$ cat src/rtl/hazard_stall_ctrl.sv
// Hazard and stall control for the 5-stage pipeline: load-use bubbles, EX branch redirects,
// data-memory freezes and a sticky memory-wait watchdog. Define HAZARD_PERF_EN for perf counters.
module hazard_stall_ctrl #(
    parameter int MEM_TIMEOUT = 64,
    parameter int PERF_W      = 32
) (
    input  logic              clk,
    input  logic              reset,
    input  logic [4:0]        id_rs1,
    input  logic [4:0]        id_rs2,
    input  logic              id_uses_rs1,
    input  logic              id_uses_rs2,
    input  logic              ex_memtoReg,
    input  logic [4:0]        ex_rd,
    input  logic              ex_branch_taken,
    input  logic              mem_req,
    input  logic              mem_ready,
    output logic              pc_write,
    output logic              if_id_write,
    output logic              id_ex_write,
    output logic              ex_mem_write,
    output logic              if_id_flush,
    output logic              id_ex_flush,
    output logic              pc_sel,
    output logic              stall_active,
    output logic              mem_timeout
`ifdef HAZARD_PERF_EN
    ,
    output logic [PERF_W-1:0] perf_loaduse,
    output logic [PERF_W-1:0] perf_flush,
    output logic [PERF_W-1:0] perf_memwait
`endif
);

    localparam int CNT_W = $clog2(MEM_TIMEOUT + 1);
    localparam logic [CNT_W-1:0] CNT_ZERO = {CNT_W{1'b0}};
    localparam logic [CNT_W-1:0] CNT_ONE  = CNT_W'(1);
    localparam logic [CNT_W-1:0] CNT_MAX  = CNT_W'(MEM_TIMEOUT);

    typedef enum logic [0:0] {
        ST_RUN      = 1'b0,
        ST_MEM_WAIT = 1'b1
    } state_t;

    generate
        if (MEM_TIMEOUT < 1 || PERF_W < 1) begin : g_param_check
            $error("hazard_stall_ctrl: MEM_TIMEOUT and PERF_W must both be >= 1");
        end
    endgenerate

    state_t           r_state;
    logic [CNT_W-1:0] r_wait_cnt;
    logic             r_mem_timeout;
    logic             w_freeze;
    logic             w_load_use;
    logic [CNT_W-1:0] w_cnt_inc;

    function automatic logic src_match(input logic uses, input logic [4:0] rs, input logic [4:0] rd);
        return uses && (rs == rd);
    endfunction

    assign w_freeze   = mem_req && !mem_ready;
    assign w_load_use = ex_memtoReg && (ex_rd != 5'd0) &&
                        (src_match(id_uses_rs1, id_rs1, ex_rd) || src_match(id_uses_rs2, id_rs2, ex_rd));
    assign w_cnt_inc  = (r_wait_cnt == CNT_MAX) ? CNT_MAX : (r_wait_cnt + CNT_ONE);
    assign mem_timeout = r_mem_timeout;

    // Pipeline controls by priority: freeze, taken branch, load-use, normal flow.
    always_comb begin
        pc_write     = 1'b0;
        if_id_write  = 1'b0;
        id_ex_write  = 1'b0;
        ex_mem_write = 1'b0;
        if_id_flush  = 1'b0;
        id_ex_flush  = 1'b0;
        pc_sel       = 1'b0;
        stall_active = 1'b0;
        if (!reset) begin
            stall_active = 1'b0;
        end else if (w_freeze) begin
            stall_active = 1'b1;
        end else if (ex_branch_taken) begin
            pc_write     = 1'b1;
            if_id_write  = 1'b1;
            id_ex_write  = 1'b1;
            ex_mem_write = 1'b1;
            if_id_flush  = 1'b1;
            id_ex_flush  = 1'b1;
            pc_sel       = 1'b1;
        end else if (w_load_use) begin
            id_ex_write  = 1'b1;
            id_ex_flush  = 1'b1;
            ex_mem_write = 1'b1;
            stall_active = 1'b1;
        end else begin
            pc_write     = 1'b1;
            if_id_write  = 1'b1;
            id_ex_write  = 1'b1;
            ex_mem_write = 1'b1;
        end
    end

    // Memory-wait FSM with saturating watchdog; the timeout flag is sticky until reset.
    always_ff @(posedge clk) begin
        if (!reset) begin
            r_state       <= ST_RUN;
            r_wait_cnt    <= CNT_ZERO;
            r_mem_timeout <= 1'b0;
        end else begin
            case (r_state)
                ST_RUN: begin
                    if (w_freeze) begin
                        r_state    <= ST_MEM_WAIT;
                        r_wait_cnt <= CNT_ONE;
                        if (CNT_ONE == CNT_MAX) begin
                            r_mem_timeout <= 1'b1;
                        end else begin
                            r_mem_timeout <= r_mem_timeout;
                        end
                    end else begin
                        r_state    <= ST_RUN;
                        r_wait_cnt <= CNT_ZERO;
                    end
                end
                ST_MEM_WAIT: begin
                    if (w_freeze) begin
                        r_state    <= ST_MEM_WAIT;
                        r_wait_cnt <= w_cnt_inc;
                        if (w_cnt_inc == CNT_MAX) begin
                            r_mem_timeout <= 1'b1;
                        end else begin
                            r_mem_timeout <= r_mem_timeout;
                        end
                    end else begin
                        r_state    <= ST_RUN;
                        r_wait_cnt <= CNT_ZERO;
                    end
                end
                default: begin
                    r_state    <= ST_RUN;
                    r_wait_cnt <= CNT_ZERO;
                end
            endcase
        end
    end

`ifdef HAZARD_PERF_EN
    localparam logic [PERF_W-1:0] PERF_ZERO = {PERF_W{1'b0}};
    localparam logic [PERF_W-1:0] PERF_ONE  = PERF_W'(1);

    logic              w_is_flush;
    logic              w_is_loaduse;
    logic [PERF_W-1:0] r_perf_loaduse;
    logic [PERF_W-1:0] r_perf_flush;
    logic [PERF_W-1:0] r_perf_memwait;

    assign w_is_flush   = !w_freeze && ex_branch_taken;
    assign w_is_loaduse = !w_freeze && !ex_branch_taken && w_load_use;
    assign perf_loaduse = r_perf_loaduse;
    assign perf_flush   = r_perf_flush;
    assign perf_memwait = r_perf_memwait;

    // Event counters, one per priority class that stalls or redirects the pipeline.
    always_ff @(posedge clk) begin
        if (!reset) begin
            r_perf_loaduse <= PERF_ZERO;
            r_perf_flush   <= PERF_ZERO;
            r_perf_memwait <= PERF_ZERO;
        end else begin
            r_perf_loaduse <= w_is_loaduse ? (r_perf_loaduse + PERF_ONE) : r_perf_loaduse;
            r_perf_flush   <= w_is_flush   ? (r_perf_flush + PERF_ONE)   : r_perf_flush;
            r_perf_memwait <= w_freeze     ? (r_perf_memwait + PERF_ONE) : r_perf_memwait;
        end
    end
`endif

endmodule

$ cat config.mk
export PLATFORM = sky130hd
export DESIGN_NAME = hazard_stall_ctrl
export DESIGN_NICKNAME = d
export VERILOG_FILES = /design/src/rtl/hazard_stall_ctrl.sv
export SDC_FILE = /design/constraint.sdc
export NUM_CORES = 1
export LEC_CHECK = 0
export CAP_MARGIN = 20
export CORE_AREA = 2 2 44 46
export DETAILED_ROUTE_END_ITERATION = 8
export DIE_AREA = 0 0 46 48
export PLACE_DENSITY = 0.8
export SYNTH_ARGS = -nofsm -noshare
export SYNTH_HDL_FRONTEND = slang
export SYNTH_SLANG_ARGS = --single-unit
$ cat constraint.sdc
create_clock -name clk -period 2.25 [get_ports clk]
set_clock_uncertainty 0.15 [all_clocks]
set_input_delay 0.45 -clock clk [delete_from_list [all_inputs] [get_ports clk]]
set_output_delay 0.45 -clock clk [all_outputs]
set_load 0.005 [all_outputs]
==> results of run 1 <==
[layout by cell type, fill, tap and decap left out, types with 2 or more instances in the layout]
| cell type | n |
|---|---|
| sky130_fd_sc_hd__nor3_1 | 3 |
| sky130_fd_sc_hd__nand2_1 | 2 |
| sky130_fd_sc_hd__buf_2 | 8 |
| sky130_fd_sc_hd__xnor2_1 | 4 |
| sky130_fd_sc_hd__o21ai_0 | 2 |
| sky130_fd_sc_hd__clkdlybuf4s15_1 | 2 |
| sky130_fd_sc_hd__buf_6 | 6 |
| sky130_fd_sc_hd__xor2_2 | 2 |
| sky130_fd_sc_hd__inv_1 | 6 |
| sky130_fd_sc_hd__nand3b_1 | 2 |
| sky130_fd_sc_hd__clkbuf_4 | 3 |
| sky130_fd_sc_hd__dfxtp_1 | 9 |
| sky130_fd_sc_hd__nor4_2 | 2 |
| sky130_fd_sc_hd__xor2_1 | 8 |
| sky130_fd_sc_hd__ha_1 | 2 |
| sky130_fd_sc_hd__nand3_1 | 3 |
| sky130_fd_sc_hd__clkdlybuf4s50_1 | 5 |
| sky130_fd_sc_hd__dlymetal6s2s_1 | 4 |
| sky130_fd_sc_hd__and3_1 | 3 |
| sky130_fd_sc_hd__dlygate4sd2_1 | 5 |
| sky130_fd_sc_hd__nor2_1 | 3 |
| sky130_fd_sc_hd__buf_4 | 10 |
[what timing repair did]
| item | CTS | global route |
|---|---|---|
| gates resized for setup | 78 | 15 |
| setup endpoints to repair | 8 | 6 |
| pin swaps | 16 | 6 |
| buffers inserted | 1 | 0 |
[metal layers]
| layer | vias up | share of wire | GRT usage | wire length [µm] |
|---|---|---|---|---|
| met2 | 29 | 0.49 | 0.2972 | 766 |
| met5 | - | 0 | 0 | 0 |
| met3 | 4 | 0.071 | 0.03396 | 111 |
| li1 | 345 | - | - | - |
| met4 | 0 | 0.030 | 0.08571 | 47 |
| met1 | 309 | 0.41 | 0.1514 | 635 |
[sequential cells by signal, indices dropped and copies added (netlist names)]
register,flops
r_wait_cnt,7
r_state,1
mem_timeout,1
[cells by family after synthesis]
kind of cell | synth area share
compound gates | 0.1344
xor+xnor | 0.1937
fa+ha+maj | 0.03952
buf+inv | 0.08894
flops | 0.2846
simple gates | 0.2589
[worst min-delay path, cell delays in order (launching register included)]
cell                      delay, ns
sky130_fd_sc_hd__dfxtp_1       0.34
sky130_fd_sc_hd__nand2_1       0.06
sky130_fd_sc_hd__o41ai_2       0.04
[path summary, 6_finish.rpt]
kind                       from  depth (start not counted)  slack [ns]          end
setup / recovery      id_rs2[3]                          7       -0.04  id_ex_flush
hold / removal      mem_timeout                          2        0.32  mem_timeout
setup reg to reg  r_wait_cnt[0]                          5        0.38  mem_timeout
hold reg to reg     mem_timeout                          2        0.32  mem_timeout
[report_power, final]
| group | total [µW] | switching (µW) | internal [µW] |
|---|---|---|---|
| registers | 162 | 1.48 | 161 |
| logic | 108 | 41.7 | 66.7 |
| clock network | 124 | 55.4 | 68.3 |
[cell type report]
| cell class | instances | area (µm²) | share of cell area |
|---|---|---|---|
| Multi-Input combinational cell | 55 | 454.2 | 0.4226 |
| Timing Repair Buffer | 42 | 366.6 | 0.3411 |
| Sequential cell | 9 | 180.2 | 0.1676 |
| Clock buffer | 4 | 26.28 | 0.02445 |
| Inverter | 7 | 26.28 | 0.02445 |
| Tap cell | 17 | 21.27 | 0.01979 |
[metrics by stage]
stage	hold slack, ns	TNS [ns]	cells	util
final	0.3201	-0.03577	134	0.6363
after global placement	0.2953	-3.758	129	0.5978
after floorplan	0.2988	0	75	-
after global routing	0.3279	-0.1965	134	0.6363
after CTS	0.3263	-0.3297	134	0.6059
after detailed placement	0.3121	-3.922	129	0.5978
==> flow_summary.yaml, run 1 <==
global_route:
  initial_antenna_violation_count: 0
  first_global_vias: 627
  track_usage: 0.1544
  grt_pass1_wl_um: 2387
  grt_overflow_total: 0
  grt_max_degree: 9
setup_path:
  criticalPathCategory: "in2out"
  critPathTopFamily: "buffers and inverters"
  critical_path.cell_chain: "buf_6, xor2_1, nor4_2, a32oi_2, buf_4, o31ai_2, buf_2"
  crit_required_ns: 1.65
  worst_path_max_delay_cell: "sky130_fd_sc_hd__nor4_2"
  path_max_fanout: 3
  worst_setup_path_end_kind: "primary output"
  delay_of_the_slowest_critical_path_stage_ns: 0.30
  crit_path_launch_type: "primary input"
  worst-endpoint-arrival_ns: 1.69
  critPathBufInv: 3
timing:
  crit_path_time_final_ns: 2.286
  achievable-frequency_mhz: 437.5
  hold_violations: 0
  report.final.setup_viol: 1
  setup_slack_ns: -0.03577
  timing.final.crit_share: 1.016
  max_slew_margin: 0.7903
  unrepaired_setup_endpoints_after_global_routing: "true"
  tightest_slew_ns: 0.3125
  drv_slew: 0
synthesis:
  mappedNetlistNets: 100
  number_of_enable_flip_flop_cells_after_synthesis: 0
  count_leader_synth: "sky130_fd_sc_hd__xor2_1"
  syn-mean-instance-area_um2: 8.441
  synth_top_cells_by_area: "sky130_fd_sc_hd__dfxtp_1, sky130_fd_sc_hd__xor2_1, sky130_fd_sc_hd__xnor2_1"
  netlist_top_cells_count: "sky130_fd_sc_hd__xor2_1, sky130_fd_sc_hd__dfxtp_1, sky130_fd_sc_hd__inv_1"
  yosysSeqAreaShare: 0.2846
  synth_top_flop_cell: "sky130_fd_sc_hd__dfxtp_1"
  ys_seq_elements: 9
  synthDominantAreaCellType: "sky130_fd_sc_hd__dfxtp_1"
  syn_inst: 75
  synth.distinct_cells: 30
  ys_async_sr_fraction: 0
  synth_largest_type_area_fraction: 0.2846
  synth-warning-count: 0
  post_synth_instance_area_um2: 633.1
placement:
  placed_area_um2: 1010
  pre_cts_ws_ns: -0.8013
  place.gp.congestion: 0.8116
  hpwlAfterDp_um: 1225
  port_buffers: 31
clocking:
  cts.path.max_buffers: 2
  cts.clk_slew.worst_paths_ns: 0.06
  clock_tree.htree_level_count: 1
  clkSinkCount: 9
  cts.hold.buffers_added: 0
  clock_tree_from_tritoncts: "done"
  cts_root_buffer: "sky130_fd_sc_hd__clkbuf_4"
  insertion_delay_ns: 0.26
  numCtsBuffers: 3
die:
  core_area_um2: 1689
  design.die.area_um2: 2208
  die-width_um: 46
  initial_utilization: 0.3748
  fp.dieH_um: 48
  fp-row-count: 15
  pin_count: 32
layout:
  syn2layout_area_growth_pct: 69.76
  fillCellCount: 167
  fin_nets: 143
  final_area_um2: 1075
  antennaDiodeCount: 0
  final_layout_size_suffix_gt1_frac: 0.3590
outcome:
  status: "finished, violations left"
  violations: "negative setup slack"
detailed_routing:
  wire_per_inst_um: 11.64
  dr_iter_0_viols: 4
  drt_pass_1_iters: 4
  route.vias.total: 687
  drc: 0
  post_dr_vias_cell: 5.127
  postRouteAntennaNets: 0
  drt-total-wl_um: 1560
pwr:
  total_design_power_uw: 394.4
  power.static_leakage_uw: 0.0005124
  vdd_drop_max_uv: 194.6
  power_per_cell_area_nw_per_um2: 367.0
run:
  drv.max_cap_violation_count: 0
min_path:
  hold_class: "reg2reg"
No activity file was read; power rests on OpenSTA's default activity.
==> inputs of run 2 (changes only) <==
--- a/config.mk
+++ b/config.mk
@@ -10,6 +10,7 @@
 export DETAILED_ROUTE_END_ITERATION = 8
 export DIE_AREA = 0 0 46 48
 export PLACE_DENSITY = 0.8
+export RECOVER_POWER = 50
 export SYNTH_ARGS = -nofsm -noshare
 export SYNTH_HDL_FRONTEND = slang
 export SYNTH_SLANG_ARGS = --single-unit
==> run 2 against run 1 <==
The run still ends with negative setup slack left. Clock-buffer cell count did not move. Fmax barely moved. Sequential share of layout area rose by 0.059 points. Clock power barely moved. Combinational power barely moved. Cell count did not move. Hold slack got worse by 0.0035 ns. Critical path depth did not move. Core utilization fell by 0.22 points. Critical path type unchanged.
==> flow_summary.yaml, run 2 (same netlist as run 1, synthesis figures left out) <==
layout:
  max_reg_flops: 7
  final_cell_mix: "sky130_fd_sc_hd__dfxtp_1, sky130_fd_sc_hd__xor2_1, sky130_fd_sc_hd__buf_2"
  layoutNonFillerInstCount: 134
  syn2layout_area_growth_pct: 69.17
  final_common_cell: "sky130_fd_sc_hd__dfxtp_1"
  fin_nets: 143
  largest-register: "r_wait_cnt"
  final_area_um2: 1071
  final_layout_size_suffix_gt1_frac: 0.3504
  fillCellCount: 168
  antennaDiodeCount: 0
global_route:
  grt_overflow_total: 0
  first_global_vias: 627
  track_usage: 0.1544
  grt_max_degree: 9
  grt_pass1_wl_um: 2387
  initial_antenna_violation_count: 0
timing:
  setup_slack_ns: -0.03561
  timing.final.crit_share: 1.016
  max_slew_margin: 0.7891
  hold_ws_ns: 0.3166
  tightest_slew_ns: 0.3142
  tns_ns: -0.08750
  crit_path_time_final_ns: 2.286
  drv_slew: 0
  hold_violations: 0
  unrepaired_setup_endpoints_after_global_routing: "true"
  report.final.setup_viol: 3
  achievable-frequency_mhz: 437.5
die:
  pin_count: 32
  fp-row-count: 15
  design.die.area_um2: 2208
  die-width_um: 46
  fp.dieH_um: 48
  initial_utilization: 0.3748
  core_area_um2: 1689
clocking:
  clkSinkCount: 9
  cts_root_buffer: "sky130_fd_sc_hd__clkbuf_4"
  clock_tree_from_tritoncts: "done"
  insertion_delay_ns: 0.26
  clock_tree.htree_level_count: 1
  numCtsBuffers: 3
  cts.path.max_buffers: 2
  cts.clk_slew.worst_paths_ns: 0.06
min_path:
  hold_class: "reg2reg"
  hp-start: "mem_timeout"
setup_path:
  end_point_of_the_critical_path: "id_ex_flush"
  crit-reg2reg-capture: "mem_timeout"
  crit_path_launch_type: "primary input"
  worst_setup_path_end_kind: "primary output"
  worst_setup_path_startpoint: "id_rs2[3]"
  r2r_worst_path_depth: 5
  worstReg2RegStart: "r_wait_cnt[0]"
  timing.reg2reg.setup_slack_ns: 0.38
  worst-endpoint-arrival_ns: 1.69
  crit_required_ns: 1.65
  criticalPathCategory: "in2out"
  path_max_fanout: 3
pwr:
  power.static_leakage_uw: 0.0005096
  vdd_drop_max_uv: 194.0
  power_per_cell_area_nw_per_um2: 366.9
detailed_routing:
  drt-total-wl_um: 1554
  drc: 0
  post_dr_vias_cell: 5.119
  postRouteAntennaNets: 0
  wire_per_inst_um: 11.60
  dr_iter_0_viols: 5
  drt_pass_1_iters: 4
  route.vias.total: 686
placement:
  place.detailed.instances: 129
  port_buffers: 31
  placed_area_um2: 1010
  hpwlAfterDp_um: 1225
  place.gp.congestion: 0.8116
  pre_cts_ws_ns: -0.8013
outcome:
  violations: "negative setup slack"
  status: "finished, violations left"
run:
  drv.max_cap_violation_count: 0
==> run 2: changes by cell type in the layout (fill, tap and decap cells not counted), sizes merged <==
cell and change:
buf -3, clkbuf +3, clkdlybuf4s50 -1, dlygate4sd3 +1
==> run 2: power by group <==
group | leakage (µW) | internal, µW | switching [µW]
clock | 0.0000150 | 68.2 | 54.8
sequential | 0.0000728 | 161 | 1.48
combinational | 0.000422 | 66.0 | 41.5
total | 0.000510 | 295 | 97.8
==> run 2: metal layers <==
metal  vias up  share of wire  routed length, µm  global-route usage
li1        345              -                  -                   -
met1       310           0.41                630              0.1514
met2        27           0.50                770              0.2972
met3         4          0.068                106             0.03396
met4         0          0.030                 47             0.08571
met5         -              0                  0                   0
==> run 2: worst min-delay path by stage <==
stage / end / slack [ns] / cells after the start
after floorplan: mem_timeout / 0.30 / 2
after global placement: mem_timeout / 0.30 / 2
final: mem_timeout / 0.32 / 2
after detailed placement: mem_timeout / 0.31 / 2
after CTS: mem_timeout / 0.33 / 2
after global routing: mem_timeout / 0.33 / 2
==> run 2: metrics by stage <==
step / util / power [µW]
4_1_cts: 0.6059 / 392.7
3_3_place_gp: 0.5978 / 269.8
3_5_place_dp: 0.5978 / 271.2
6_report: 0.6341 / 393.0
5_1_grt: 0.6341 / 419.0
2_1_floorplan: - / 198.0
==> run 2: critical path, cell delays in order <==
cell	delay (ns)
sky130_fd_sc_hd__buf_6	0.09
sky130_fd_sc_hd__xor2_1	0.16
sky130_fd_sc_hd__nor4_2	0.30
sky130_fd_sc_hd__a32oi_2	0.18
sky130_fd_sc_hd__buf_4	0.17
sky130_fd_sc_hd__o31ai_2	0.20
sky130_fd_sc_hd__buf_2	0.15
==> run 2: cell type report <==
cell class                      count  area [µm²]  area share
Clock buffer                        4       26.28     0.02453
Inverter                            7       26.28     0.02453
Multi-Input combinational cell     55       454.2      0.4241
Sequential cell                     9       180.2      0.1682
Tap cell                           17       21.27     0.01986
Timing Repair Buffer               42       362.8      0.3388
==> run 2: repair_timing <==
| item | 4_1_cts | 5_1_grt |
|---|---|---|
| endpoints found under the setup margin | 8 | 6 |
| hold buffers | 0 | 0 |
| pin swaps | 16 | 6 |
| resized for setup | 78 | 15 |
| setup buffers | 1 | 0 |
==> inputs of run 3 (changes only) <==
==> constraint.sdc (replaced) <==
create_clock -name clk -period 2.75 [get_ports clk]
set_clock_uncertainty 0.15 [all_clocks]
set_input_delay 0.55 -clock clk [delete_from_list [all_inputs] [get_ports clk]]
set_output_delay 0.55 -clock clk [all_outputs]
set_load 0.005 [all_outputs]
==> run 3 against run 2 <==
The flow now finishes without violations. Combinational power decreased by 22%. Total power fell by 20%. Clock-buffer cell count is the same. Sequential share of layout area up 0.46 points. Die area unchanged. Core utilization down 1.7 points. Hold slack got worse by 0.0024 ns. Non-clock buffer count shrank 4. Cell count is 3.0% lower. Global-route usage increased by 0.59 points. Design area fell by 2.7%. Clock power decreased by 19%. Critical endpoint is now stall_active.
==> flow_summary.yaml, run 3 (same netlist as run 1, synthesis figures left out) <==
timing:
  achievable-frequency_mhz: 373.1
  max_slew_margin: 0.8051
  tightest_slew_ns: 0.2903
  setup_slack_ns: 0.06971
  report.final.setup_viol: 0
  drv_slew: 0
  timing.final.crit_share: 0.9746
  crit_path_time_final_ns: 2.680
  hold_violations: 0
  hold_ws_ns: 0.3142
  unrepaired_setup_endpoints_after_global_routing: "true"
layout:
  seq_cell_area_um2: 180.2
  antennaDiodeCount: 0
  final_layout_size_suffix_gt1_frac: 0.2124
  final_common_cell: "sky130_fd_sc_hd__clkdlybuf4s50_1"
  syn2layout_area_growth_pct: 64.62
  largest-register: "r_wait_cnt"
  multi_input_area_um2: 436.7
  fillCellCount: 154
  final_cell_mix: "sky130_fd_sc_hd__clkdlybuf4s50_1, sky130_fd_sc_hd__xor2_1, sky130_fd_sc_hd__dlygate4sd2_1, sky130_fd_sc_hd__dfxtp_1, sky130_fd_sc_hd__buf_4"
  fin_nets: 139
  max_reg_flops: 7
setup_path:
  worst_path_max_delay_cell: "sky130_fd_sc_hd__clkdlybuf4s50_1"
  delay_of_the_slowest_critical_path_stage_ns: 0.41
  end_point_of_the_critical_path: "stall_active"
  crit-reg2reg-capture: "mem_timeout"
  path_max_fanout: 2
  r2r_worst_path_depth: 5
  cp_num_cells: 7
  critPathBufInv: 3
  critPathTopFamily: "buffers and inverters"
  timing.reg2reg.setup_slack_ns: 0.87
  worst_setup_path_end_kind: "primary output"
  worstReg2RegStart: "r_wait_cnt[0]"
  worst-endpoint-arrival_ns: 1.98
  worst_setup_path_startpoint: "id_rs1[3]"
  crit_path_launch_type: "primary input"
  critical_path.cell_chain: "clkdlybuf4s50_1, xnor2_1, and2_0, a32oi_2, buf_4, o21ai_1, dlygate4sd2_1"
  criticalPathCategory: "in2out"
  crit_required_ns: 2.05
die:
  design.die.area_um2: 2208
  pin_count: 32
  core_area_um2: 1689
  die-width_um: 46
  initial_utilization: 0.3748
  fp.dieH_um: 48
  fp-row-count: 15
global_route:
  track_usage: 0.1603
  grt_max_degree: 9
  grt_overflow_total: 0
  initial_antenna_violation_count: 0
  grt_pass1_wl_um: 2442
  first_global_vias: 646
clocking:
  numCtsBuffers: 3
  cts.clk_slew.worst_paths_ns: 0.06
  cts.hold.buffers_added: 0
  cts.path.max_buffers: 2
  cts_root_buffer: "sky130_fd_sc_hd__clkbuf_4"
  insertion_delay_ns: 0.25
  clock_tree_from_tritoncts: "done"
  clkSinkCount: 9
  clock_tree.htree_level_count: 1
min_path:
  hold_class: "reg2reg"
  whs_path_depth: 2
detailed_routing:
  drt-total-wl_um: 1575
  postRouteAntennaNets: 0
  route.vias.total: 657
  drc: 0
  dr_iter_0_viols: 6
  drt_pass_1_iters: 4
  post_dr_vias_cell: 5.054
  wire_per_inst_um: 12.12
pwr:
  power_frac_clock: 0.315
  internal_power_uw: 239.0
  total_design_power_uw: 315.9
  power_per_cell_area_nw_per_um2: 303.1
  vdd_drop_max_uv: 125.2
  combinationalPowerShare: 0.265
  p_sw_frac: 0.2435
  p_switching_uw: 76.92
  p_seq_frac: 0.421
  power.static_leakage_uw: 0.0004708
placement:
  hpwlAfterDp_um: 1246
  port_buffers: 31
  pre_cts_ws_ns: -0.4902
  place.gp.congestion: 0.7957
run:
  drv.max_cap_violation_count: 0
outcome:
  status: "completed"
run 3: repair_timing:
| action | CTS | global route |
|---|---|---|
| pin swaps | 4 | 5 |
| resized for setup | 34 | 8 |
| cloned | 0 | 0 |
| endpoints found under the setup margin | 4 | 6 |
| buffers inserted | 2 | 0 |
| hold endpoints to repair | 0 | 0 |
run 3: final cells by class:
type                    count  share of cell area
repair buffers             38              0.3373
flip-flops and latches      9              0.1729
clock buffers               4             0.02521
multi-input cells          55              0.4190
inverters                   7             0.02521
well taps                  17             0.02041
run 3: power groups by stage:
stage / combinational, µW / clock [µW] / sequential, µW
finish: 83.7 / 99.4 / 133
global route: 91.4 / 110 / 133
CTS: 82.9 / 102 / 133
detailed placement: 83.5 / 0 / 136
global placement: 81.9 / 0 / 136
floorplan: 26.5 / 0 / 135
run 3: layer usage:
metal / vias up / GRT usage / share of wire
met1: 287 / 0.1618 / 0.41
met4: 0 / 0.1029 / 0.015
met3: 2 / 0.03396 / 0.068
met2: 29 / 0.2972 / 0.50
met5: - / 0 / 0
li1: 339 / - / -
run 3: how the worst min path moves through the flow:
stage                      startpoint          end  slack (ns)
after floorplan           mem_timeout  mem_timeout        0.30
after global placement    mem_timeout  mem_timeout        0.29
after detailed placement  mem_timeout  mem_timeout        0.30
after CTS                 mem_timeout  mem_timeout        0.31
after global routing      mem_timeout  mem_timeout        0.33
final                     mem_timeout  mem_timeout        0.31
run 3: through the flow:
step	TNS (ns)	util	instance area, µm²	instances
finish	0	0.6170	1042	130
global route	-0.004107	0.6170	1042	130
CTS	0	0.6089	1028	131
detailed placement	-1.950	0.5800	979.7	125
global placement	-1.787	0.5800	979.7	125
floorplan	0	-	633.1	75
run 3: worst min-delay path: cells and delay by family (launching register included):
kind,cells,cell delay [ns]
DFF,1,0.33
and+or+nand+nor,1,0.06
AOI/OAI and AO/OA,1,0.04
